==> config.mk <==
export PLATFORM = sky130hd
export DESIGN_NAME = alu_arbiter
export DESIGN_NICKNAME = d
export VERILOG_FILES = /design/src/rtl/alu_arbiter.sv
export SDC_FILE = /design/constraint.sdc
export NUM_CORES = 1
export LEC_CHECK = 0
export CAP_MARGIN = 20
export CELL_PAD_IN_SITES_DETAIL_PLACEMENT = 1
export CELL_PAD_IN_SITES_GLOBAL_PLACEMENT = 1
export CORE_MARGIN = 2
export CORE_UTILIZATION = 30
export CTS_CLUSTER_DIAMETER = 80
export DETAILED_ROUTE_END_ITERATION = 6
export PLACE_DENSITY_LB_ADDON = 0.1
export SKIP_CTS_REPAIR_TIMING = 1
export SLEW_MARGIN = 20
export SYNTH_ARGS = -nofsm -noshare
export SYNTH_HDL_FRONTEND = slang
export SYNTH_SLANG_ARGS = --single-unit
==> constraint.sdc <==
create_clock -name clk -period 3 [get_ports clk]
set_clock_uncertainty 0.05 [all_clocks]
set_input_delay 0.75 -clock clk [delete_from_list [all_inputs] [get_ports clk]]
set_output_delay 0.75 -clock clk [all_outputs]
set_load 0.02 [all_outputs]
==> src/rtl/alu_arbiter.sv <==
// Two-requester arbiter in front of a shared combinational ALU: grant, register operands, capture result, hold response.
// Optional feature: define ALU_ARB_RR_EN for round-robin tie-breaking; otherwise req0 has fixed priority.

package alu_arbiter_pkg;
  localparam int unsigned DataW = 32;
  localparam int unsigned OpW   = 3;

  typedef struct packed {
    logic [OpW-1:0]   op;
    logic [DataW-1:0] a;
    logic [DataW-1:0] b;
  } alu_cmd_t;
endpackage

module alu_arbiter
  import alu_arbiter_pkg::*;
(
  input  logic             clk,
  input  logic             rst_n,
  input  logic             req0_valid,
  output logic             req0_ready,
  input  logic [DataW-1:0] req0_a,
  input  logic [DataW-1:0] req0_b,
  input  logic [OpW-1:0]   req0_op,
  input  logic             req1_valid,
  output logic             req1_ready,
  input  logic [DataW-1:0] req1_a,
  input  logic [DataW-1:0] req1_b,
  input  logic [OpW-1:0]   req1_op,
  output logic [DataW-1:0] alu_a,
  output logic [DataW-1:0] alu_b,
  output logic [OpW-1:0]   alu_op,
  input  logic [DataW-1:0] alu_z,
  input  logic             alu_zero,
  output logic             rsp_valid,
  input  logic             rsp_ready,
  output logic [DataW-1:0] rsp_z,
  output logic             rsp_zero,
  output logic             rsp_id
);

  typedef enum logic [1:0] {
    IDLE = 2'd0,
    EXEC = 2'd1,
    HOLD = 2'd2
  } state_e;

  state_e           state_q, state_d;
  alu_cmd_t         cmd_q, cmd_d;
  logic             rsp_valid_q, rsp_valid_d;
  logic [DataW-1:0] rsp_z_q, rsp_z_d;
  logic             rsp_zero_q, rsp_zero_d;
  logic             rsp_id_q, rsp_id_d;
  logic             any_valid;
  logic             pick1;

  assign any_valid = req0_valid || req1_valid;

`ifdef ALU_ARB_RR_EN
  // last_q holds the index of the most recently accepted requester; the other one wins a tie.
  logic last_q, last_d;
  assign pick1 = req1_valid && (!req0_valid || !last_q);
`else
  assign pick1 = req1_valid && !req0_valid;
`endif

  // Next-state, datapath load and combinational ready generation.
  always_comb begin
    state_d     = state_q;
    cmd_d       = cmd_q;
    rsp_valid_d = rsp_valid_q;
    rsp_z_d     = rsp_z_q;
    rsp_zero_d  = rsp_zero_q;
    rsp_id_d    = rsp_id_q;
    req0_ready  = 1'b0;
    req1_ready  = 1'b0;
`ifdef ALU_ARB_RR_EN
    last_d      = last_q;
`endif
    case (state_q)
      IDLE: begin
        if (any_valid) begin
          req0_ready = !pick1;
          req1_ready = pick1;
          if (pick1) begin
            cmd_d.op = req1_op;
            cmd_d.a  = req1_a;
            cmd_d.b  = req1_b;
          end else begin
            cmd_d.op = req0_op;
            cmd_d.a  = req0_a;
            cmd_d.b  = req0_b;
          end
          rsp_id_d = pick1;
`ifdef ALU_ARB_RR_EN
          last_d   = pick1;
`endif
          state_d  = EXEC;
        end
      end
      EXEC: begin
        rsp_z_d     = alu_z;
        rsp_zero_d  = alu_zero;
        rsp_valid_d = 1'b1;
        state_d     = HOLD;
      end
      HOLD: begin
        if (rsp_ready) begin
          rsp_valid_d = 1'b0;
          state_d     = IDLE;
        end
      end
      default: state_d = IDLE;
    endcase
  end

  // State and output registers; reset discards any operation in flight.
  always_ff @(posedge clk or negedge rst_n) begin
    if (!rst_n) begin
      state_q     <= IDLE;
      cmd_q       <= '0;
      rsp_valid_q <= 1'b0;
      rsp_z_q     <= '0;
      rsp_zero_q  <= 1'b0;
      rsp_id_q    <= 1'b0;
`ifdef ALU_ARB_RR_EN
      last_q      <= 1'b1;
`endif
    end else begin
      state_q     <= state_d;
      cmd_q       <= cmd_d;
      rsp_valid_q <= rsp_valid_d;
      rsp_z_q     <= rsp_z_d;
      rsp_zero_q  <= rsp_zero_d;
      rsp_id_q    <= rsp_id_d;
`ifdef ALU_ARB_RR_EN
      last_q      <= last_d;
`endif
    end
  end

  assign alu_a     = cmd_q.a;
  assign alu_b     = cmd_q.b;
  assign alu_op    = cmd_q.op;
  assign rsp_valid = rsp_valid_q;
  assign rsp_z     = rsp_z_q;
  assign rsp_zero  = rsp_zero_q;
  assign rsp_id    = rsp_id_q;

endmodule

==> Word-level counts from Yosys, hierarchy flattened <==
Index checks and enable logic that the tools add are counted.
{ "word_totals": {"output_inout_bits": 104, "input_bits": 172, "regBits": 104, "elab_cells": 31} }
{ "classes": {"reduce_logical": 9, "muxes": 10, "eq_ne": 4} }
{ "ops": {"columns": ["operator", "count"], "rows": [
  ["$mux W67", 1],
  ["$pmux W2 S3", 1],
  ["$reduce_and A2 Y1", 3],
  ["$mux W1", 5],
  ["$mux W2", 2],
  ["$ne A2 B2 Y1 const B", 2],
  ["$eq A2 B1 Y1 const B", 1],
  ["$eq A2 B2 Y1 const B", 1],
  ["$logic_not A1 Y1", 2],
  ["$logic_not A2 Y1", 1],
  ["$pmux W1 S2", 1],
  ["$reduce_bool A2 Y1", 1],
  ["$logic_and A1 B1 Y1", 1],
  ["$logic_or A1 B1 Y1", 1]
]} }

==> Logic depth before layout (Yosys ltp) <==
Gate-level depths: netlist of the first run.
{ "logic_depth": {"ltp_word": 5, "mapped_depth": 6, "depth_no_buf": 3} }

==> Worst setup path after synthesis of the first run <==
Ideal clock, no wire load.
{ "synth_timing": {"path_type": "input to output", "start": "input req0_valid", "end": "output req1_ready", "setup_slack_ps": 461, "required_ps": 2200, "path_stages": 5, "t_arrival_ps": 1739, "n_path_buf": 3, "cell_sequence": "nand2b_1 > clkbuf_2 > buf_6 > buf_6 > nor3_1"} }
{ "synth_between": {"elab_chain_cells": 4, "word_cells_on_any_way": 5, "classes_between": "mux: 2; reduce/logical: 3"} }
{ "synth_rtl": {"columns": ["item", "line_no", "source"], "rows": [
  ["start: declaration", "20", "input logic req0_valid,"],
  ["$logic_not A1 Y1", "64", "assign pick1 = req1_valid && !req0_valid;"],
  ["$logic_and A1 B1 Y1", "64", null],
  ["$mux W1 *", "82", "if (any_valid) begin"],
  ["$mux W1 *", "80", "case (state_q)"],
  ["end: declaration", "26", "output logic req1_ready,"]
]} }
Every way passes the cells marked *; elsewhere a longest branch is shown, timed or not.

==> Worst setup path in the final report of the first run <==
{ "layout_timing": {"start": "input req0_valid", "end": "output req0_ready"} }
{ "layout_between": {"elab_chain_cells": 5, "word_cells_on_any_way": 6, "classes_between": "mux: 2; reduce/logical: 4"} }
{ "layout_rtl": {"columns": ["item", "line_no", "source"], "rows": [
  ["$logic_not A1 Y1", "64", null],
  ["$logic_and A1 B1 Y1", "64", null],
  ["$logic_not A1 Y1", "83", "req0_ready = !pick1;"],
  ["$mux W1 *", "82", null],
  ["$mux W1 *", "80", null],
  ["end: declaration", "21", "output logic req0_ready,"]
]} }
Marks and branches as above.

==> impl.org, run 1 <==
** Floorplan
- Ports :: 276
- Core area :: 15,830 um2
- The floorplan step defined a die boundary enclosing 17,120 um2.
- Die Wd :: 130.8 um
- For this configuration, the core starts out at a cell density of 0.3049.
- Row cnt :: 46
- Die outline height :: 130.8 um

** Place
- During placement, the flow inserted port buffers numbering 275.
- Placer Congestion :: 0.7152
- Final HPWL DP :: 11,270 um

** Finish
- At the end of the flow the core is filled with cells to 0.5144.
- Of the cells placed in the final design, the portion with a size suffix greater than 1 is 0.3345.
- Most common cell after layout, fill and taps aside :: clkdlybuf4s50_1
- 0 antenna diodes ended up in the layout.
- Area grow syn2layout :: 68.71%
- Number of nets in the layout :: 750
- In the layout the commonest cells are clkdlybuf4s50_1, mux2_2, dfrtp_1.
- Final-layout fill cell count :: 1,605

** Setup path
- Along the worst path, the maximum fanout reaches 2.
- Worst Reg2Reg Path Length in Cells :: 4
- CP Launch Type :: input port
- The kind of cell with the highest combined delay along the critical path is buffers and inverters.
- CP Cell Sequence :: clkdlybuf4s50_1 -> and2_1 -> clkdlybuf4s50_1
- The number of buffers and inverters on the critical path is 2.
- Required time of the worst setup path :: 2.20 ns
- Largest stage delay, worst path :: 0.60 ns
- The startpoint identified for the worst register-to-register timing path is state_q[1].
- Most frequent cell on the critical path :: clkdlybuf4s50_1
- Data arrival time at the worst-slack endpoint :: 1.97 ns
- RR Endpoint :: alu_a[16]
- The setup check on the worst reg-to-reg path leaves a slack of 1.05 ns.
- WS Path Type :: input port to output port
- Max stage delay cell, worst path :: clkdlybuf4s50_1
- The worst setup path is captured at an output port.

** CTS
- After clock tree synthesis, the clock-pin slew on the worst setup and hold paths is 0.07 ns.
- TritonCTS built the clock tree.
- The tree is rooted in a clkbuf_16.
- Buffers from clock root to sink, at most :: 2
- TritonCTS Buffers :: 9
- The clock drives 104 sinks.
- The later pin in the worst-skew pair is clocked with a latency of 0.34 ns.
- The clock tree synthesis step divided the H-tree into 3 levels.

** Global route
- Entering global routing, the biggest net connects 55 pins.
- First-pass GRT wire length :: 21,050 um
- Number of global-route vias before repair :: 3,828
- After global routing the overflow that remains totals 0.
- The number of antenna violations at the first check in global routing came to 0.
- Global routing usage summed across all routing layers :: 0.1632

** STA
- Max frequency :: 360.5 MHz
- The worst pin sits at a relative slew slack of 0.3792.
- Time the worst path needs with I/O delays and setup :: 2.774 ns
- Setup repair after global routing left no endpoint under its margin.
- The number of max-slew violations in the final report was 0.
- Setup violations remaining at the end of the flow were counted as 0.
- Share of the clock period used by the worst path :: 0.9245
- Summed over all failing endpoints, the final setup total negative slack is 0 ns.
- The number of failing hold endpoints at the final stage came to 0.
- Transition at the pin with the smallest max-transition slack :: 0.9293 ns

** Synth
- After synthesis the netlist holds a flip-flop and latch count of 104.
- Cell count after synthesis :: 305
- Count of unique library cells instantiated by Yosys :: 19
- Of all cell types, the one taking the most synthesized area is dfrtp_1.
- Number of nets in the synthesized netlist :: 477
- Of the post-synthesis cell area, the dominant cell type holds 0.5393.
- By area the synthesized netlist is led by dfrtp_1, mux2_2, mux2_4, buf_2, buf_6.
- Sequential cell area fraction in the yosys report :: 0.5393
- Average instance area after synthesis :: 15.82 um2
- Yosys printed 0 warnings.
- The mapped netlist covers 4826 um2.

** Outcome
- Result of the run :: finished, final reports clean

** Routing
- The first detailed-routing pass took 3 iterations.
- The first routing iteration left 66 violations.
- Number of vias per cell after detailed routing :: 4.449
- The detailed router placed 3,555 vias in this run.
- The final layout contains routed wiring with a total length of 14,400 um.
- Number of antenna-violating nets in the routed design :: 0
- Drt drc :: 0
- In the final routed layout, each cell accounts on average for 18.02 um.

** Power
- The design draws 8.081 mW.
- Power per cell area :: 992.6 nW/um2
- Summed over all cells, the static leakage comes to 3.353 nW.
- Worst IR drop on VDD :: 0.4108 mV

** Hold path
- Min-delay worst type :: input port to async pin

** Flow run
- The tool flagged a number of max-cap violations equal to 0.
## cell type report
type                       count  area [um2]  share of cell area
multi-input combinational    180        2117              0.2600
inverter                       1       3.754           0.0004610
timing repair buffer         282        2850              0.3501
clock buffer                  10       229.0             0.02812
sequential                   104        2603              0.3197
tap                          216       270.3             0.03319
clock inverter                 6       68.82            0.008452
## report_power, final
part           internal, mW  leakage, nW  switching, mW  total, mW
Combinational          2.43         1.99           1.93       4.35
Sequential             2.13         1.22          0.402       2.54
Clock                 0.653        0.143          0.539       1.19
Total                  5.21         3.35           2.87       8.08
## synthesized netlist by cell type
master,count
buf_6,3
nor3_1,1
nand2b_1,1
clkbuf_1,1
dfrtp_1,104
or2_2,1
o21a_1,1
clkbuf_2,1
buf_2,12
mux2_2,129
and2_1,1
buf_4,3
nand2_1,1
inv_1,1
a21oi_1,3
nor2_1,2
mux2_4,38
nor3b_1,1
nor2b_1,1
## worst register-to-register path, stage by stage, from the launching register on
cell     delay, ns
dfrtp_1       0.46
nor2_1        0.35
o21a_4        0.34
buf_12        0.26
mux2_2        0.38
## through the flow
step | hold WS, ns | area (um2) | cells | setup WS (ns)
after floorplan | 0.4044 | 4826 | 305 | 0.4610
after global placement | 0.4389 | 7844 | 783 | 0.2254
after detailed placement | 0.4445 | 7844 | 783 | 0.2333
after CTS | 0.4110 | 8142 | 799 | 0.2238
after global routing | 0.4288 | 8142 | 799 | 0.1739
final | 0.3763 | 8142 | 799 | 0.2264
## how the worst max path moves through the flow
stage,start,end,depth (start not counted)
floorplan,req0_valid,req1_ready,5
global placement,req0_valid,req0_ready,3
detailed placement,req0_valid,req0_ready,3
CTS,req0_valid,req0_ready,3
global route,state_q[1],req0_ready,3
finish,req0_valid,req0_ready,3
## flip-flops by register name, indices dropped and copies added (netlist names)
signal	cells
alu_a	32
alu_b	32
rsp_z	32
alu_op	3
state_q	2
rsp_id	1
rsp_valid	1
rsp_zero	1
## layer usage
metal / track usage / routed length [um] / vias to the layer above
li1: - / - / 1624
met3: 0.06433 / 1488 / 17
met1: 0.1779 / 5366 / 1744
met4: 0.05945 / 250 / 0
met2: 0.2880 / 7289 / 170
met5: 0 / 0 / -
## cells by family after synthesis
group                  count (synthesis)  share of synthesized area
muxes                                167                     0.4192
buffers and inverters                 21                    0.02670
and+or+nand+nor                        9                    0.01011
DFF                                  104                     0.5393
AOI/OAI and AO/OA                      4                   0.004667
(Power assumes the default switching activity.)
==> run 2, diff against run 1 <==
--- a/config.mk
+++ b/config.mk
@@ -12,9 +12,11 @@
 export CORE_UTILIZATION = 30
 export CTS_CLUSTER_DIAMETER = 80
 export DETAILED_ROUTE_END_ITERATION = 6
+export GPL_TIMING_DRIVEN = 1
 export PLACE_DENSITY_LB_ADDON = 0.1
 export SKIP_CTS_REPAIR_TIMING = 1
 export SLEW_MARGIN = 20
 export SYNTH_ARGS = -nofsm -noshare
 export SYNTH_HDL_FRONTEND = slang
 export SYNTH_SLANG_ARGS = --single-unit
+export TNS_END_PERCENT = 10
==> results of run 2 <==
Final layout, timing and power as in run 1 (identical DEF).
